--- src/rtl/ris_frame_unpacker_if.sv ---
// ris_frame_unpacker_if
//   Groups the signals between the UART byte source, the frame unpacker and
//   the per-element state decoders.
//   rx_data/rx_valid : received byte and its one-cycle qualifier
//   state_addr       : committed 2-bit state number per element (decoder Address)
//   start            : one-cycle decode strobe to all decoders
//   frame_ok         : one-cycle pulse when a frame is committed
//   frame_err        : one-cycle pulse on checksum mismatch or timeout
//   busy             : unpacker FSM is not idle
//   Modports: master drives the byte stream, slave is the unpacker.
interface ris_frame_unpacker_if #(
  parameter int NUM_ELEM = 16
) ();
  logic [7:0]            rx_data;
  logic                  rx_valid;
  logic [2*NUM_ELEM-1:0] state_addr;
  logic                  start;
  logic                  frame_ok;
  logic                  frame_err;
  logic                  busy;

  modport master (
    output rx_data, rx_valid,
    input  state_addr, start, frame_ok, frame_err, busy
  );

  modport slave (
    input  rx_data, rx_valid,
    output state_addr, start, frame_ok, frame_err, busy
  );
endinterface

--- src/rtl/ris_frame_unpacker.sv ---
// ris_frame_unpacker
//   Locates RIS control frames in the UART byte stream, unpacks the 2-bit
//   per-element state numbers into a shadow bank and commits the bank to the
//   decoder addresses atomically, followed by a one-cycle start strobe.
//   Frame: HEADER, NUM_ELEM/4 payload bytes (first byte = elements 0..3,
//   least significant), then an XOR checksum byte when RIS_CHECKSUM_EN is
//   defined. Without RIS_CHECKSUM_EN the checksum byte is absent and
//   frame_err reports only timeouts.
//   Ports:
//     clk  - system clock, rising edge
//     rst  - synchronous active-high reset
//     bus  - ris_frame_unpacker_if.slave (rx_data, rx_valid in;
//            state_addr, start, frame_ok, frame_err, busy out)
//   Parameters: NUM_ELEM (multiple of 4, >= 4), HEADER, TIMEOUT_CYC.
module ris_frame_unpacker #(
  parameter int         NUM_ELEM    = 16,
  parameter logic [7:0] HEADER      = 8'hA5,
  parameter int         TIMEOUT_CYC = 50000
) (
  input  logic                  clk,
  input  logic                  rst,
  ris_frame_unpacker_if.slave   bus
);

  localparam int NPB   = NUM_ELEM / 4;
  localparam int CNT_W = (NPB > 1) ? $clog2(NPB) : 1;
  localparam int TMO_W = $clog2(TIMEOUT_CYC + 1);

  localparam logic [CNT_W-1:0] LAST_IDX = CNT_W'(NPB - 1);
  localparam logic [TMO_W-1:0] TMO_MAX  = TMO_W'(TIMEOUT_CYC);

  localparam logic [2:0] S_IDLE    = 3'd0;
  localparam logic [2:0] S_PAYLOAD = 3'd1;
`ifdef RIS_CHECKSUM_EN
  localparam logic [2:0] S_CHECK   = 3'd2;
`endif
  localparam logic [2:0] S_COMMIT  = 3'd3;
  localparam logic [2:0] S_STROBE  = 3'd4;

  logic [2:0]            state;
  logic [CNT_W-1:0]      byte_cnt;
  logic [TMO_W-1:0]      tmo_cnt;
  logic [2*NUM_ELEM-1:0] shadow;
  logic [2*NUM_ELEM-1:0] state_addr_q;
  logic                  start_q;
  logic                  frame_ok_q;
  logic                  frame_err_q;
`ifdef RIS_CHECKSUM_EN
  logic [7:0]            acc;
`endif

  assign bus.state_addr = state_addr_q;
  assign bus.start      = start_q;
  assign bus.frame_ok   = frame_ok_q;
  assign bus.frame_err  = frame_err_q;
  assign bus.busy       = (state != S_IDLE);

  always_ff @(posedge clk) begin
    if (rst) begin
      state        <= S_IDLE;
      byte_cnt     <= '0;
      tmo_cnt      <= '0;
      shadow       <= '0;
      state_addr_q <= '0;
      start_q      <= 1'b0;
      frame_ok_q   <= 1'b0;
      frame_err_q  <= 1'b0;
`ifdef RIS_CHECKSUM_EN
      acc          <= '0;
`endif
    end else begin
      // Status outputs are single-cycle pulses unless set below.
      start_q     <= 1'b0;
      frame_ok_q  <= 1'b0;
      frame_err_q <= 1'b0;

      case (state)
        S_IDLE: begin
          if (bus.rx_valid && bus.rx_data == HEADER) begin
            state    <= S_PAYLOAD;
            byte_cnt <= '0;
            tmo_cnt  <= '0;
`ifdef RIS_CHECKSUM_EN
            acc      <= '0;
`endif
          end
        end

        // Header bytes inside the payload are plain data: no resync.
        S_PAYLOAD: begin
          if (tmo_cnt == TMO_MAX) begin
            state       <= S_IDLE;
            frame_err_q <= 1'b1;
          end else if (bus.rx_valid) begin
            shadow[byte_cnt*8 +: 8] <= bus.rx_data;
            byte_cnt                <= byte_cnt + 1'b1;
            tmo_cnt                 <= '0;
`ifdef RIS_CHECKSUM_EN
            acc                     <= acc ^ bus.rx_data;
            if (byte_cnt == LAST_IDX) state <= S_CHECK;
`else
            if (byte_cnt == LAST_IDX) state <= S_COMMIT;
`endif
          end else begin
            tmo_cnt <= tmo_cnt + 1'b1;
          end
        end

`ifdef RIS_CHECKSUM_EN
        S_CHECK: begin
          if (tmo_cnt == TMO_MAX) begin
            state       <= S_IDLE;
            frame_err_q <= 1'b1;
          end else if (bus.rx_valid) begin
            tmo_cnt <= '0;
            if (bus.rx_data == acc) begin
              state <= S_COMMIT;
            end else begin
              state       <= S_IDLE;
              frame_err_q <= 1'b1;
            end
          end else begin
            tmo_cnt <= tmo_cnt + 1'b1;
          end
        end
`endif

        // Addresses change one full cycle ahead of the decode strobe.
        S_COMMIT: begin
          state_addr_q <= shadow;
          frame_ok_q   <= 1'b1;
          state        <= S_STROBE;
        end

        S_STROBE: begin
          start_q <= 1'b1;
          state   <= S_IDLE;
        end

        default: state <= S_IDLE;
      endcase
    end
  end

endmodule

--- src/flat_wrapper.sv ---
// flat-port wrapper written by rule: the top's interface ports become plain ports
module ris_frame_unpacker_flat 
#(
  parameter int         NUM_ELEM    = 16,
  parameter logic [7:0] HEADER      = 8'hA5,
  parameter int         TIMEOUT_CYC = 50000
)
  (clk, rst, bus_rx_data, bus_rx_valid, bus_state_addr, bus_start, bus_frame_ok, bus_frame_err, bus_busy);
  ris_frame_unpacker_if #(.NUM_ELEM(NUM_ELEM)) bus_i ();
  input  logic clk;
  input  logic rst;
  input wire logic [$bits(bus_i.rx_data)-1:0] bus_rx_data;
  input wire logic [$bits(bus_i.rx_valid)-1:0] bus_rx_valid;
  output wire logic [$bits(bus_i.state_addr)-1:0] bus_state_addr;
  output wire logic [$bits(bus_i.start)-1:0] bus_start;
  output wire logic [$bits(bus_i.frame_ok)-1:0] bus_frame_ok;
  output wire logic [$bits(bus_i.frame_err)-1:0] bus_frame_err;
  output wire logic [$bits(bus_i.busy)-1:0] bus_busy;
  assign bus_i.rx_data = bus_rx_data;
  assign bus_i.rx_valid = bus_rx_valid;
  assign bus_state_addr = bus_i.state_addr;
  assign bus_start = bus_i.start;
  assign bus_frame_ok = bus_i.frame_ok;
  assign bus_frame_err = bus_i.frame_err;
  assign bus_busy = bus_i.busy;
  ris_frame_unpacker #(.NUM_ELEM(NUM_ELEM), .HEADER(HEADER), .TIMEOUT_CYC(TIMEOUT_CYC)) u_core (.clk(clk), .rst(rst), .bus(bus_i));
endmodule
--- config.mk ---
export PLATFORM = sky130hd
export DESIGN_NAME = ris_frame_unpacker_flat
export DESIGN_NICKNAME = d
export VERILOG_FILES = /design/src/rtl/ris_frame_unpacker_if.sv /design/src/rtl/ris_frame_unpacker.sv /design/src/flat_wrapper.sv
export SDC_FILE = /design/constraint.sdc
export NUM_CORES = 1
export LEC_CHECK = 0
export CORE_AREA = 2 2 93 86
export CTS_CLUSTER_DIAMETER = 80
export DETAILED_ROUTE_END_ITERATION = 7
export DIE_AREA = 0 0 95 88
export DONT_BUFFER_PORTS = 1
export PLACE_DENSITY = 0.68
export SLEW_MARGIN = 20
export SYNTH_ARGS = -nofsm -noshare
export SYNTH_HDL_FRONTEND = slang
export SYNTH_SLANG_ARGS = --single-unit
--- constraint.sdc ---
create_clock -name clk -period 2.8 [get_ports clk]
set_input_delay 0.56 -clock clk [delete_from_list [all_inputs] [get_ports clk]]
set_output_delay 0.56 -clock clk [all_outputs]
set_load 0.02 [all_outputs]
==> flow_summary_export.csv, run 1 <==
group,metric,value,unit
routing,met3WireLength,747,um
worst_setup_path,path_max_fanout,12,
global_route,grt_max_degree,86,
routing,routed.top_layer,"met4",
routing,antenna_left,0,
sta,max_clock_freq,0.450,GHz
global_route,antenna_found_initial,0,
cts,cts_inserted_buffers,9,
synth,yosysSeqAreaShare,45.6,%
power_and_ir_drop,irDropWorstVdd,0.442,mV
worst_setup_path,required,3110,ps
status,status,"complete, no violations",
global_route,grt_pass1_vias,3118,
run,max-cap-violations,0,
sta,finalHoldViolations,0,
placement,place_ws,621,ps
synth,syn_area_per_cell,8.32,um^2
cts,cts_setup_buffers,0,
synth,syn_inst,464,
final_layout,num-fill-cells,702,
final_layout,area_delta_synth_final,6.45,%
power_and_ir_drop,power_density,521,mW/mm^2
die,initial_utilization,52.2,%
cts,htree_levels,3,
cts,cts-resized-gates,0,
die,dieArea,0.00836,mm^2
placement,dp_hpwl,6040,um
worst_setup_path,crit_arrival,2540,ps
routing,wl_per_cell,16.5,um
routing,wl_met1,4180,um
cts,insertion_delay,370,ps
sta,worst_slew_pin_slew,819,ps
synth,synthTopCellsByArea,"dfxtp_1 46%, a21oi_1 9.1%, nand2_1 7.7%, nand4_1 4.9%, o21ai_0 4.1%",
worst_setup_path,cp-start-kind,"flip-flop",
routing,viasPerCell,6.07,
sta,max_slew_margin,45.3,%
sta,finalCritPeriodShare,79.4,%
sta,min_period,2220,ps
sta,grt_setup_unrepaired,"false",
synth,synthArstFlopShare,0,%
routing,route.vias.total,3342,
final_layout,antenna-diode-count,0,
worst_setup_path,path_class,"reg -> reg",
synth,synth_nets,483,
final_layout,drive_gt1_share,7.91,%
routing,wl,9080,um
sta,finalMaxSlewViolations,0,
synth,yosys_register_bits,88,
die,die_w,95,um
die,io_pins,47,
final_layout,fin_util,55.6,%
routing,wl_met2,4040,um
cts,cts_buffer_depth,2,
cts,clock-root-buffer,"clkbuf_8",
routing,drt_pass1_iterations,5,
min_path,hp-class,"in -> reg",
synth,synth_top_cell_by_area,"dfxtp_1",
synth,synth_area,0.00386,mm^2
die,core.rowCount,30,
synth,yosysTopAreaCellShare,45.6,%
sta,setup-tns-final,0,ps
die,core,0.00739,mm^2
global_route,globalRoute.totalOverflow,0,
global_route,grt_pass1_wl,15200,um
sta,layout_setup_ws,577,ps
die,fp.dieH,88,um
final_layout,nets,469,
power_and_ir_drop,p_leak,1.33,nW
placement,gp_congestion,0.934,
routing,drc,0,
placement,port_buffers,0,
sta,finClkSkew,11.3,ps
cts,clock-sinks,88,
worst_setup_path,endpoint_kind,"flip-flop",
sta,setup_viol,0,
routing,drtIter0Drc,326,
synth,ys_warn_count,0,
cts,hold_buffers,0,
synth,synth.distinct_cells,47,
global_route,track_usage,23.4,%
cts,cts_tree,"built",
synth,synth_flop_cell,"dfxtp_1",
synth,synth_edf_count,0,
cts,cts.clk_slew.worst_paths,90,ps
[layer usage]
metal / track usage [%] / vias to the layer above
li1: - / 1668
met1: 33.0 / 1551
met2: 34.0 / 112
met3: 6.37 / 11
met4: 9.49 / 0
met5: 0 / -
[Yosys cell counts (4+ instances only)]
library cell	n
a211o_1	5
a21oi_1	70
and3_1	8
buf_2	7
clkbuf_1	23
dfxtp_1	88
ha_1	8
inv_1	8
nand2_1	79
nand3_1	16
nand4_1	30
nor2_1	8
nor3_1	5
nor3b_1	4
o211ai_1	7
o21ai_0	32
or3_1	9
or4_1	5
[through the flow]
stage,hold slack (ps),power (mW),area (um^2),cells
2_1_floorplan,428,1.31,3860,464
3_3_place_gp,434,1.29,3910,535
3_5_place_dp,438,1.29,3910,535
4_1_cts,243,2.17,4110,551
5_1_grt,257,2.21,4110,551
6_report,269,2.14,4110,551
[registers in the layout, summed over array words and instances (netlist names)]
signal	cells
u_core.bus.state_addr	32
u_core.shadow	32
u_core.tmo_cnt	16
u_core.state	3
u_core.byte_cnt	2
u_core.bus.frame_err	1
u_core.bus.frame_ok	1
u_core.bus.start	1
[where the power goes]
group	internal [mW]	leakage [nW]	switching [mW]
logic	0.00553	0.535	0.00748
clock network	0.415	0.0851	0.461
registers	1.25	0.708	0.000176
[critical path: stages (launching register included)]
cell and delay [ps]:
dfxtp_1 370, inv_1 120, ha_1 160, and4bb_2 270, nand4_1 460, a211oi_2 610, a211o_1 190
[final cells by class]
cell class / instances / area (um^2) / area share [%]
Clock inverter: 6 / 68.8 / 1.67
Multi-Input combinational cell: 333 / 1930 / 46.9
Sequential cell: 88 / 1760 / 42.9
Timing Repair Buffer: 10 / 75.1 / 1.83
Tap cell: 96 / 120 / 2.92
Clock buffer: 10 / 128 / 3.11
Inverter: 8 / 30.0 / 0.731
[final timing paths]
path	to	slack [ps]	start	cells after the start
worst max-delay path	u_core.tmo_cnt[13]$_SDFFE_PP0P_	580	u_core.tmo_cnt[0]$_SDFFE_PP0P_	6
worst min-delay path	u_core.tmo_cnt[3]$_SDFFE_PP0P_	270	rst	1
worst max register to register	u_core.tmo_cnt[13]$_SDFFE_PP0P_	580	u_core.tmo_cnt[0]$_SDFFE_PP0P_	6
worst min register to register	u_core.bus.state_addr[13]$_SDFFE_PP0P_	440	u_core.shadow[13]$_SDFFE_PP0P_	2
[cell usage in the layout (no fill, tap or decap), types with 3 or more instances in the layout]
cell type,n
clkinvlp_4,4
o21ai_0,32
o211ai_1,7
clkbuf_8,9
a31oi_1,3
nand4b_1,3
nor2_1,8
a211oi_1,3
a211o_1,5
ha_1,8
nand3_1,16
and3_1,8
dfxtp_1,88
nand4_1,30
inv_1,8
a21oi_1,70
or4_1,5
nor3_1,5
nand2_1,79
buf_4,10
nor3b_1,4
or3_1,9
o2111ai_1,3
nor4bb_1,3
[logic make-up (layout without fill, tap and decap cells)]
logic type,after synthesis,after routing,synth area share [%]
AO/OA/AOI/OAI,133,133,19.9
adder cells (fa/ha/maj),8,8,2.59
buffers and inverters,43,34,4.47
flip-flops,88,88,45.6
AND/OR/NAND/NOR,192,192,27.4
No activity file was read; power rests on OpenSTA's default activity.
==> run 2: changes to the inputs <==
clock period = 2.05 ns   (was 2.8 ns; I/O delays follow)
==> run 2 against run 1 <==
Core utilization grew 1.8 points. Sequential power grew 37%. Largest power group unchanged. Clock skew shrank 1.5 ps. Critical path depth shrank 1. First-iteration DRC count shrank 11%. Final cell count grew 2.4%. Power grew 38%. Design area grew 3.2%.
==> flow_summary_export.csv, run 2 (same netlist as run 1, synthesis figures left out) <==
group,metric,value,unit
worst_setup_path,reg2reg_depth,5,
cts,clock-sinks,88,
sta,layout_setup_ws,147,ps
routing,drc,0,
routing,viasPerCell,6.00,
cts,cts_buffer_depth,2,
die,initial_utilization,52.2,%
die,fp.dieH,88,um
global_route,antenna_found_initial,0,
final_layout,nets,482,
routing,route.vias.total,3385,
global_route,globalRoute.totalOverflow,0,
cts,cts_inserted_buffers,9,
worst_setup_path,slowest_delay,730,ps
sta,finalCritPeriodShare,92.8,%
placement,dp_cells,548,
global_route,grt_pass1_vias,3136,
routing,wl,9310,um
routing,wl_per_cell,16.5,um
sta,setup-tns-final,0,ps
cts,cts_setup_buffers,0,
power_and_ir_drop,irDropWorstVdd,0.461,mV
placement,dp_hpwl,6210,um
run,max-cap-violations,0,
global_route,track_usage,23.3,%
routing,drt_pass1_iterations,5,
final_layout,fin_area,0.00424,mm^2
sta,grt_setup_unrepaired,"false",
power_and_ir_drop,sw_frac_of_total,21.7,%
worst_setup_path,path_class,"reg -> reg",
sta,holdWs,115,ps
routing,drtIter0Drc,291,
die,io_pins,47,
sta,max_clock_freq,0.525,GHz
worst_setup_path,crit_arrival,2200,ps
sta,finalMaxSlewViolations,0,
sta,max_slew_margin,64.3,%
placement,dpl_cell_area,0.00402,mm^2
placement,gp_congestion,0.871,
sta,setup_viol,0,
worst_setup_path,reg2reg_from,"u_core.state[2]$_SDFFE_PP0P_",
cts,insertion_delay,360,ps
min_path,hp-class,"in -> reg",
placement,port_buffers,0,
sta,finClkSkew,9.81,ps
final_layout,drive_gt1_share,11.8,%
status,status,"complete, no violations",
global_route,grt_max_degree,86,
die,core.rowCount,30,
power_and_ir_drop,pwr-share-clk,41.6,%
power_and_ir_drop,p_comb_share,0.6,%
worst_setup_path,crit_path_top_delay_cell,"or4b_1",
final_layout,antenna-diode-count,0,
power_and_ir_drop,power_density,697,mW/mm^2
worst_setup_path,startpoint,"u_core.state[2]$_SDFFE_PP0P_",
final_layout,multi_input_area,0.00194,mm^2
global_route,grt_pass1_wl,15200,um
power_and_ir_drop,intPower,2.32,mW
cts,hold_buffers,0,
die,dieArea,0.00836,mm^2
worst_setup_path,cp-start-kind,"flip-flop",
final_layout,register_area,0.00176,mm^2
final_layout,fin_util,57.4,%
min_path,min-delay-start,"rst",
sta,finalHoldViolations,0,
worst_setup_path,endpoint_kind,"flip-flop",
cts,htree_levels,3,
worst_setup_path,path_cells,"or4b_1 > nor2_1 > buf_4 > nor4bb_1 > a211o_1",
final_layout,final_common_cell,"dfxtp_1",
final_layout,area_delta_synth_final,9.88,%
power_and_ir_drop,seqPwrFrac,57.7,%
sta,min_period,1900,ps
routing,antenna_left,0,
power_and_ir_drop,p_leak,1.42,nW
cts,cts.clk_slew.worst_paths,90,ps
cts,cts_tree,"built",
cts,clock-root-buffer,"clkbuf_8",
die,die_w,95,um
final_layout,final_cell_mix,"86 x dfxtp_1, 79 x nand2_1, 70 x a21oi_1",
final_layout,layout.cells.non_filler,564,
final_layout,num-fill-cells,681,
min_path,whs_path_depth,1,
power_and_ir_drop,total_power,2.96,mW
sta,worst_slew_pin_slew,535,ps
die,core,0.00739,mm^2
worst_setup_path,path_max_fanout,13,
power_and_ir_drop,switchingPower,642,uW
cts,cts-resized-gates,0,
worst_setup_path,required,2350,ps
placement,place_ws,75.5,ps
-- run 2: cell types whose count changed in the layout (fill, tap and decap cells not counted), sizes merged --
cell and change:
buf +13, clkinv +2, clkinvlp -2
-- run 2: critical path, delay by kind of cell (launching register included) --
| family | cells | cell delay, ps |
|---|---|---|
| AO/OA/AOI/OAI | 1 | 150 |
| buffers and inverters | 1 | 200 |
| flip-flops | 1 | 370 |
| AND/OR/NAND/NOR | 3 | 1120 |
-- run 2: power groups by stage --
stage	sequential, mW	combinational (mW)	clock (mW)
floorplan	1.75	0.0369	0
global placement	1.75	0.0186	0
detailed placement	1.75	0.0184	0
CTS	1.71	0.0185	1.26
global route	1.71	0.0206	1.33
finish	1.71	0.0189	1.23
-- run 2: area by class of cell --
type                    instances  area share, %
inverters                       8          0.708
multi-input cells             333           45.7
repair buffers                 23           4.36
clock buffers                  10           3.24
well taps                      96           2.83
clock inverters                 6           1.59
flip-flops and latches         88           41.6
-- run 2: layer usage --
metal / vias up / wire length (um) / GRT usage, %
met3: 8 / 681 / 7.66
met4: 0 / 98 / 6.32
met1: 1583 / 4360 / 32.8
met2: 105 / 4180 / 34.6
met5: - / 0 / 0
li1: 1689 / - / -
-- run 2: final timing paths --
path | to | slack (ps)
setup / recovery | u_core.tmo_cnt[11]$_SDFFE_PP0P_ | 150
setup reg to reg | u_core.tmo_cnt[11]$_SDFFE_PP0P_ | 150
hold / removal | u_core.tmo_cnt[12]$_SDFFE_PP0P_ | 110
hold reg to reg | u_core.bus.state_addr[28]$_SDFFE_PP0P_ | 450
